$ cat src/rtl/truco_turn_ctrl.sv
// Turn sequencer for one truco hand: button edge detection, actor gating,
// card selection/usage, play handshake to game logic and truco stake exchange.
module truco_turn_ctrl #(
    parameter int N_PLAYERS = 4,
    parameter int PW        = $clog2(N_PLAYERS)
) (
    input  logic                 clk,
    input  logic                 rst,
    input  logic                 start,
    input  logic [PW-1:0]        first_player,
    input  logic [N_PLAYERS-1:0] btn_next,
    input  logic [N_PLAYERS-1:0] btn_play,
    input  logic [N_PLAYERS-1:0] btn_truco,
    input  logic                 play_ready,
    output logic [PW-1:0]        cur_player,
    output logic [1:0]           sel_card,
    output logic                 play_valid,
    output logic [PW-1:0]        play_player,
    output logic [1:0]           play_card,
    output logic [3:0]           stake,
    output logic                 truco_pending,
    output logic                 hand_done,
    output logic                 hand_fold,
    output logic                 fold_team
);

    localparam int CW = $clog2(3 * N_PLAYERS + 1);
    localparam logic [CW-1:0] LAST_PLAY = CW'(3 * N_PLAYERS);

    typedef enum logic [1:0] {
        S_IDLE       = 2'd0,
        S_TURN       = 2'd1,
        S_ISSUE      = 2'd2,
        S_TRUCO_WAIT = 2'd3
    } state_t;

    state_t                      state_r, state_s;
    logic [N_PLAYERS-1:0]        prev_next_r, prev_play_r, prev_truco_r;
    logic [N_PLAYERS-1:0]        edge_next_s, edge_play_s, edge_truco_s;
    logic [N_PLAYERS-1:0][2:0]   used_r, used_s;
    logic [CW-1:0]               cnt_r, cnt_s;
    logic [PW-1:0]               cur_player_r, cur_player_s;
    logic [PW-1:0]               requester_r, requester_s;
    logic [PW-1:0]               play_player_r, play_player_s;
    logic [PW-1:0]               nxt_player_s;
    logic [1:0]                  sel_card_r, sel_card_s;
    logic [1:0]                  play_card_r, play_card_s;
    logic [3:0]                  stake_r, stake_s;
    logic                        lr_valid_r, lr_valid_s;
    logic                        lr_team_r, lr_team_s;
    logic                        play_valid_r, play_valid_s;
    logic                        truco_pending_r, truco_pending_s;
    logic                        hand_done_r, hand_done_s;
    logic                        hand_fold_r, hand_fold_s;
    logic                        fold_team_r, fold_team_s;

    // Next unused card after cur in cyclic order 0->1->2->0; keeps cur if none.
    function automatic logic [1:0] next_unused(input logic [2:0] used, input logic [1:0] cur);
        logic [1:0] c1;
        logic [1:0] c2;
        c1 = (cur == 2'd2) ? 2'd0 : cur + 2'd1;
        c2 = (c1 == 2'd2) ? 2'd0 : c1 + 2'd1;
        if (!used[c1]) begin
            return c1;
        end else if (!used[c2]) begin
            return c2;
        end else begin
            return cur;
        end
    endfunction

    function automatic logic [1:0] lowest_unused(input logic [2:0] used);
        if (!used[0]) begin
            return 2'd0;
        end else if (!used[1]) begin
            return 2'd1;
        end else if (!used[2]) begin
            return 2'd2;
        end else begin
            return 2'd0;
        end
    endfunction

    function automatic logic [3:0] raise_stake(input logic [3:0] s);
        case (s)
            4'd1:    return 4'd3;
            4'd3:    return 4'd6;
            4'd6:    return 4'd9;
            default: return 4'd12;
        endcase
    endfunction

    assign edge_next_s  = btn_next  & ~prev_next_r;
    assign edge_play_s  = btn_play  & ~prev_play_r;
    assign edge_truco_s = btn_truco & ~prev_truco_r;
    assign nxt_player_s = play_player_r + PW'(1);

    // Next-state and next-output computation for the turn FSM.
    always_comb begin
        state_s         = state_r;
        used_s          = used_r;
        cnt_s           = cnt_r;
        cur_player_s    = cur_player_r;
        requester_s     = requester_r;
        play_player_s   = play_player_r;
        sel_card_s      = sel_card_r;
        play_card_s     = play_card_r;
        stake_s         = stake_r;
        lr_valid_s      = lr_valid_r;
        lr_team_s       = lr_team_r;
        play_valid_s    = play_valid_r;
        hand_done_s     = 1'b0;
        hand_fold_s     = hand_fold_r;
        fold_team_s     = fold_team_r;

        case (state_r)
            S_IDLE: begin
                if (start) begin
                    cur_player_s = first_player;
                    used_s       = '0;
                    cnt_s        = '0;
                    stake_s      = 4'd1;
                    lr_valid_s   = 1'b0;
                    sel_card_s   = 2'd0;
                    state_s      = S_TURN;
                end else begin
                    state_s = S_IDLE;
                end
            end
            S_TURN: begin
                // A truco call only outranks play/next when it is legal.
                if (edge_truco_s[cur_player_r] && (stake_r != 4'd12) &&
                    (!lr_valid_r || (lr_team_r != cur_player_r[0]))) begin
                    requester_s  = cur_player_r;
                    cur_player_s = cur_player_r + PW'(1);
                    state_s      = S_TRUCO_WAIT;
                end else if (edge_play_s[cur_player_r]) begin
                    play_player_s = cur_player_r;
                    play_card_s   = sel_card_r;
                    play_valid_s  = 1'b1;
                    state_s       = S_ISSUE;
                end else if (edge_next_s[cur_player_r]) begin
                    sel_card_s = next_unused(used_r[cur_player_r], sel_card_r);
                end else begin
                    state_s = S_TURN;
                end
            end
            S_ISSUE: begin
                if (play_ready) begin
                    used_s[play_player_r][play_card_r] = 1'b1;
                    cnt_s        = cnt_r + CW'(1);
                    play_valid_s = 1'b0;
                    if (cnt_s == LAST_PLAY) begin
                        hand_done_s = 1'b1;
                        hand_fold_s = 1'b0;
                        state_s     = S_IDLE;
                    end else begin
                        cur_player_s = nxt_player_s;
                        sel_card_s   = lowest_unused(used_r[nxt_player_s]);
                        state_s      = S_TURN;
                    end
                end else begin
                    state_s = S_ISSUE;
                end
            end
            S_TRUCO_WAIT: begin
                if (edge_play_s[cur_player_r]) begin
                    stake_s      = raise_stake(stake_r);
                    lr_team_s    = requester_r[0];
                    lr_valid_s   = 1'b1;
                    cur_player_s = requester_r;
                    state_s      = S_TURN;
                end else if (edge_next_s[cur_player_r]) begin
                    hand_done_s = 1'b1;
                    hand_fold_s = 1'b1;
                    fold_team_s = cur_player_r[0];
                    state_s     = S_IDLE;
                end else begin
                    state_s = S_TRUCO_WAIT;
                end
            end
            default: begin
                state_s = S_IDLE;
            end
        endcase

        truco_pending_s = (state_s == S_TRUCO_WAIT);
    end

    // State, edge-history and registered-output update.
    always_ff @(posedge clk or posedge rst) begin
        if (rst) begin
            state_r         <= S_IDLE;
            prev_next_r     <= '0;
            prev_play_r     <= '0;
            prev_truco_r    <= '0;
            used_r          <= '0;
            cnt_r           <= '0;
            cur_player_r    <= '0;
            requester_r     <= '0;
            play_player_r   <= '0;
            sel_card_r      <= 2'd0;
            play_card_r     <= 2'd0;
            stake_r         <= 4'd1;
            lr_valid_r      <= 1'b0;
            lr_team_r       <= 1'b0;
            play_valid_r    <= 1'b0;
            truco_pending_r <= 1'b0;
            hand_done_r     <= 1'b0;
            hand_fold_r     <= 1'b0;
            fold_team_r     <= 1'b0;
        end else begin
            state_r         <= state_s;
            prev_next_r     <= btn_next;
            prev_play_r     <= btn_play;
            prev_truco_r    <= btn_truco;
            used_r          <= used_s;
            cnt_r           <= cnt_s;
            cur_player_r    <= cur_player_s;
            requester_r     <= requester_s;
            play_player_r   <= play_player_s;
            sel_card_r      <= sel_card_s;
            play_card_r     <= play_card_s;
            stake_r         <= stake_s;
            lr_valid_r      <= lr_valid_s;
            lr_team_r       <= lr_team_s;
            play_valid_r    <= play_valid_s;
            truco_pending_r <= truco_pending_s;
            hand_done_r     <= hand_done_s;
            hand_fold_r     <= hand_fold_s;
            fold_team_r     <= fold_team_s;
        end
    end

    assign cur_player    = cur_player_r;
    assign sel_card      = sel_card_r;
    assign play_valid    = play_valid_r;
    assign play_player   = play_player_r;
    assign play_card     = play_card_r;
    assign stake         = stake_r;
    assign truco_pending = truco_pending_r;
    assign hand_done     = hand_done_r;
    assign hand_fold     = hand_fold_r;
    assign fold_team     = fold_team_r;

endmodule
$ cat config.mk
export PLATFORM = sky130hd
export DESIGN_NAME = truco_turn_ctrl
export DESIGN_NICKNAME = d
export VERILOG_FILES = /design/src/rtl/truco_turn_ctrl.sv
export SDC_FILE = /design/constraint.sdc
export NUM_CORES = 1
export LEC_CHECK = 0
export CAP_MARGIN = 20
export CORE_UTILIZATION = 57
export CTS_CLUSTER_DIAMETER = 100
export DETAILED_ROUTE_END_ITERATION = 10
export DONT_BUFFER_PORTS = 1
export PLACE_DENSITY = 0.75
export SLEW_MARGIN = 25
export SYNTH_ARGS = -nofsm -noshare
export SYNTH_HDL_FRONTEND = slang
export SYNTH_SLANG_ARGS = --single-unit
$ cat constraint.sdc
create_clock -name clk -period 1.95 [get_ports clk]
set_clock_uncertainty 0.05 [all_clocks]
set_input_delay 0.39 -clock clk [delete_from_list [all_inputs] [get_ports clk]]
set_output_delay 0.39 -clock clk [all_outputs]
set_load 0.05 [all_outputs]
# Word level (Yosys, flattened, before mapping)
# Index checks and enable logic that the tools add are counted.
# word_totals
output_inout_bits	17
ff_bits	51
inputBits	18
word_cells	164
# classes
n_bitwise	9
eq_ne	25
magnitude_cmp	8
mux	73
reduce_logical	22
add_sub_neg	5
# ops
operator	count
$mux W2	24
$mux W12	2
$ne A2 B2 Y1 const B	12
$pmux W12 S2	1
$mux W1	20
$lt A2 B3 Y1 const B	6
$mux W4	4
$pmux W2 S4	2
$pmux W4 S2	2
$and A4 B4 Y4	3
$bmux W3 S2	2
$not A4 Y4	3
$or A12 B12 Y12	1
$pmux W4 S3	1
$reduce_and A3 Y1	4
$bmux W1 S2	5
$eq A2 B2 Y1 const B	5
$reduce_and A5 Y1	2
$mux W3	3
$add A2 B1 Y2 const B	4
$pmux W1 S2	4
$reduce_and A8 Y1	1
$reduce_bool A2 Y1	4
$demux W3 S2	1
20 further kinds	26

# Logic depth before layout (Yosys ltp)
# Gate-level depths: netlist of run 1.
# logic_depth
depth_word	12
mapped_depth	9
mapped_depth_nobuf	8

# Least setup slack after synthesis of run 1
# Ideal clock, no wire load.
# synth_timing
path_kind	register to register
start	reg play_player_r[0], in the netlist play_player[0]
end	reg cur_player_r[1], in the netlist cur_player[1]
path_stages_with_launch	7
required_time_ns	1.776
slack_ns	-0.380
t_arrival_ns	2.157
synth_period_minus_slack_ns	2.330
path_buffers	0
setup_time_ns	0.124
cell_sequence	dfrtp_1 -> inv_1 -> ha_1 -> a221o_1 -> o21ai_0 -> and3b_1 -> a211o_1
# synth_via
elab_chain_len	4
# synth_rtl
element	line_no	source
start, declared	44	logic [PW-1:0] play_player_r, play_player_s;
start signal, assigned	221	play_player_r <= play_player_s;
$add A2 B1 Y2	96	assign nxt_player_s = play_player_r + PW'(1);
$mux W2	153	if (cnt_s == LAST_PLAY) begin
$mux W2	149	if (play_ready) begin
$pmux W2 S4	116	case (state_r)
end signal, assigned	219	cur_player_r <= cur_player_s;
end, declared	42	logic [PW-1:0] cur_player_r, cur_player_s;
# Every way passes these cells. The select of a mux whose other input is x is not followed.
# A chain may end at the register's enable or synchronous reset.

# Worst setup path in the final report of run 1
# layout_timing
start	reg cur_player_r[1], in the netlist cur_player[1]
end	reg sel_card_r[1], in the netlist sel_card[1]
# layout_via
elab_chain_len	9
word_cells_on_any_way	24
classes_between	4 x eq/ne; 17 x mux; 3 x reduce/logical
# layout_rtl
element	line_no	source
$bmux W3 S2	143	sel_card_s = next_unused(used_r[cur_player_r], sel_card_r);
$mux W3 (not written as such)	143	
$bmux W1 S2	63	if (!used[c1]) begin
$mux W1 (not written as such)	63	
$mux W2	63	
$mux W2	142	end else if (edge_next_s[cur_player_r]) begin
$mux W2	137	end else if (edge_play_s[cur_player_r]) begin
$mux W2	132	if (edge_truco_s[cur_player_r] && (stake_r != 4'd12) &&
$pmux W2 S3	116	
end signal, assigned	222	sel_card_r <= sel_card_s;
end, declared	46	logic [1:0] sel_card_r, sel_card_s;
# Parallel ways exist; a longest one is shown, timed or not. The select of a mux whose other input is x is not followed.

==> impl_metrics.json, run 1 <==
{
  "port_buffers": 0,
  "utilization": 0.731,
  "synthFlopType": "dfrtp_1",
  "drc": 0,
  "grt_pass1_wl_um": 10400,
  "setup_viol": 3,
  "coreArea_um2": 4720,
  "crit_type": "flip-flop to flip-flop",
  "holdPathEnd": "prev_truco_r[3]$_DFF_PP0_",
  "grt_max_degree": 28,
  "area_growth_pct": 22.8,
  "reg2reg_from": "cur_player[1]$_DFFE_PP0P_",
  "r2r_end": "sel_card[1]$_DFFE_PP0P_",
  "max_freq_mhz": 510,
  "die_h_um": 72.2,
  "routedWlPerCell_um": 16.3,
  "pre_cts_slack_ns": -0.000908,
  "firstDrtPassIters": 4,
  "insertion_delay_ns": 0.30,
  "overflow": 0,
  "ios": 35,
  "crit_path_frequent_cell": "mux2_4",
  "netlist_instances": 282,
  "synth_edf_count": 0,
  "first_global_vias": 2236,
  "grt_usage": 0.260,
  "whs_ns": 0.0557,
  "drt_wl_total_um": 6410,
  "r2r_cells": 7,
  "fin_crit_sh": 1.01,
  "place.gp.congestion": 0.937,
  "hold_path_class": "input port to flip-flop",
  "synth-adder-area-share": 0.0445,
  "rsz0062_at_grt": "yes",
  "cap_violations": 0,
  "antenna_found_initial": 0,
  "clock_sinks": 51,
  "status": "complete, but fails checks",
  "drv_slew": 0,
  "slowest_stage": "dfrtp_2",
  "die_x_um": 72.2,
  "cts_htree_levels": 2,
  "r2r_setup_slack_ns": -0.01,
  "ys_async_sr_fraction": 1.00,
  "setup_slack_ns": -0.0109,
  "nets": 352,
  "max_slew_margin": 0.627,
  "ys_seq_elements": 51,
  "synth_fp_nets": 310,
  "power_w": 0.00515,
  "max_stage_delay_ns": 0.45,
  "cts_root_buf": "clkbuf_8",
  "hold_viol": 0,
  "ys_warn_count": 0,
  "path_delay_family": "multiplexers",
  "crit_chain": "buf_6 -> mux2_4 -> mux2_4 -> nand3_2 -> o211ai_1 -> a211oi_2 -> o2bb2ai_1",
  "critPathRequiredTime_ns": 2.10,
  "leakage_nw": 1.56,
  "synth_compound_area_frac": 0.174,
  "syn_area_um2": 2810,
  "ys_seq_area_frac": 0.455,
  "cts_tree": "yes",
  "syn-mean-instance-area_um2": 9.97,
  "via_count": 2304,
  "num_rows": 25,
  "tns_ns": -0.0204,
  "holdPathStages": 0,
  "dp_hpwl_um": 4880,
  "start_util": 0.595,
  "n_antenna_cell": 0,
  "end_kind": "flip-flop",
  "violations": "negative setup slack",
  "arrival_ns": 2.11,
  "ir_drop_uv": 696,
  "cp-start-kind": "flip-flop",
  "synth_top_family_by_area": "simple AND/OR/NAND/NOR gates",
  "crit_path_max_fanout": 5,
  "postRouteAntennaNets": 0,
  "drt_iter0_markers": 165,
  "synth_xor_area_frac": 0,
  "n_fill_cell": 331,
  "cts_buffers": 5,
  "synth_cell_types": 56,
  "cts_buffer_depth": 2,
  "hold_start": "btn_truco[3]",
  "power.density_nw_per_um2": 1490,
  "die-area_um2": 5220,
  "vias_per_cell": 5.88,
  "muxShareOfSynthArea": 0.0962,
  "clkTransAtPathRegs_ns": 0.09,
  "worst_slew_pin_slew_ns": 0.558,
  "drive_gt1_frac": 0.295,
  "cp.buffers_inverters": 1,
  "period_minus_slack_ns": 1.96,
  "synth-simple-area-share": 0.194
}
## layout make-up
type / count / area (µm²) / share of cell area
Tap cell: 67 / 83.8 / 0.0243
Sequential cell: 51 / 1280 / 0.372
Clock buffer: 7 / 76.3 / 0.0221
Clock inverter: 1 / 5.00 / 0.00145
Multi-Input combinational cell: 208 / 1590 / 0.460
Inverter: 13 / 51.3 / 0.0149
Timing Repair Buffer: 45 / 364 / 0.106
## per-stage QoR
step	instances	area, µm²
2_1_floorplan	282	2860
3_3_place_gp	382	3220
3_5_place_dp	382	3220
4_1_cts	391	3340
5_1_grt	392	3450
6_report	392	3450
## worst max-delay path by stage
stage,slack (ns),to,cells after the start,from
5_1_grt,-0.09,requester_r[0]$_DFFE_PP0P_,7,cur_player[1]$_DFFE_PP0P_
3_5_place_dp,-0.0009,cur_player[0]$_DFFE_PP0P_,6,prev_play_r[2]$_DFF_PP0_
4_1_cts,-0.02,sel_card[1]$_DFFE_PP0P_,7,cur_player[1]$_DFFE_PP0P_
3_3_place_gp,0.02,play_card[0]$_DFFE_PP0P_,5,cur_player[1]$_DFFE_PP0P_
6_report,-0.01,sel_card[1]$_DFFE_PP0P_,7,cur_player[1]$_DFFE_PP0P_
2_1_floorplan,-0.17,play_card[0]$_DFFE_PP0P_,7,cur_player[1]$_DFFE_PP0P_
## state kept, by name (all words and copies together) (netlist names)
signal,flops
fold_team,1
prev_next_r,4
prev_truco_r,4
play_valid,1
sel_card,2
lr_team_r,1
play_card,2
cnt_r,4
cur_player,2
requester_r,2
stake,4
lr_valid_r,1
hand_done,1
truco_pending,1
used_r,12
hand_fold,1
play_player,2
prev_play_r,4
state_r,2
## routing by layer
| metal | up-vias | track usage | share of wire | wire (µm) |
|---|---|---|---|---|
| met4 | 0 | 0.115 | 0.024 | 155 |
| met2 | 74 | 0.395 | 0.47 | 2980 |
| met5 | - | 0 | 0 | 0 |
| li1 | 1096 | - | - | - |
| met3 | 16 | 0.0611 | 0.051 | 326 |
| met1 | 1118 | 0.358 | 0.46 | 2940 |
## worst reg2reg max path, cell delays in order (launching register included)
cell and delay [ns]:
dfrtp_2 0.45, buf_6 0.14, mux2_4 0.30, mux2_4 0.28, nand3_2 0.08, o211ai_1 0.17
a211oi_2 0.29, o2bb2ai_1 0.10
## power by group
group	internal, W	switching [W]	leakage, nW	total, W
clock network	0.000252	0.000332	0.0422	0.000584
logic	0.00130	0.00162	0.864	0.00292
registers	0.00132	0.000325	0.651	0.00164
## Yosys cell counts (all sizes together) (5+ instances only)
cell type  count  area [µm²]
dfrtp         50        1250
nor2          27         101
nand2         24        90.1
a21oi         23         115
o21ai         19        95.1
nand2b        14        87.6
inv           13        48.8
ha            10         125
mux2           8         101
nor2b          8        50.1
clkbuf         7        26.3
mux4           6         139
nand3b         5        37.5
nor3           5        25.0
## timing repair
item                                    4_1_cts  5_1_grt
resized for setup                             8       20
hold buffers                                  1        0
pin swaps                                     1       10
setup buffers                                 0        1
endpoints found under the setup margin        5       14
endpoints found under the hold margin        26        0
gates cloned                                  0        0
## kinds of logic after synthesis
family / after synthesis
simple gates: 105
compound gates: 76
flops: 51
buf+inv: 23
mux: 17
fa+ha+maj: 10
## cells in the final DEF, fill, tap and decap left out, types with 4 or more instances in the layout
master	Yosys	routed
o21ai_0	17	14
nor3_1	5	4
nand2b_4	0	4
nand2b_1	14	10
o21ai_1	2	4
a21oi_1	23	22
nand2_1	24	22
nor2b_1	8	8
clkbuf_8	0	5
dfrtp_2	0	4
mux4_2	5	5
ha_1	10	9
dfrtp_1	50	46
mux2_4	3	6
nor2_1	27	26
inv_1	12	11
nand3b_1	5	5
buf_4	0	40
Note: power is estimated with default switching activity, not from simulation.
==> run 2: changes to the inputs <==
--- a/config.mk
+++ b/config.mk
@@ -11,7 +11,6 @@
 export DETAILED_ROUTE_END_ITERATION = 10
 export DONT_BUFFER_PORTS = 1
 export PLACE_DENSITY = 0.75
-export SLEW_MARGIN = 25
 export SYNTH_ARGS = -nofsm -noshare
 export SYNTH_HDL_FRONTEND = slang
 export SYNTH_SLANG_ARGS = --single-unit
==> results of run 2 <==
Final layout, timing and power as in run 1 (identical DEF).
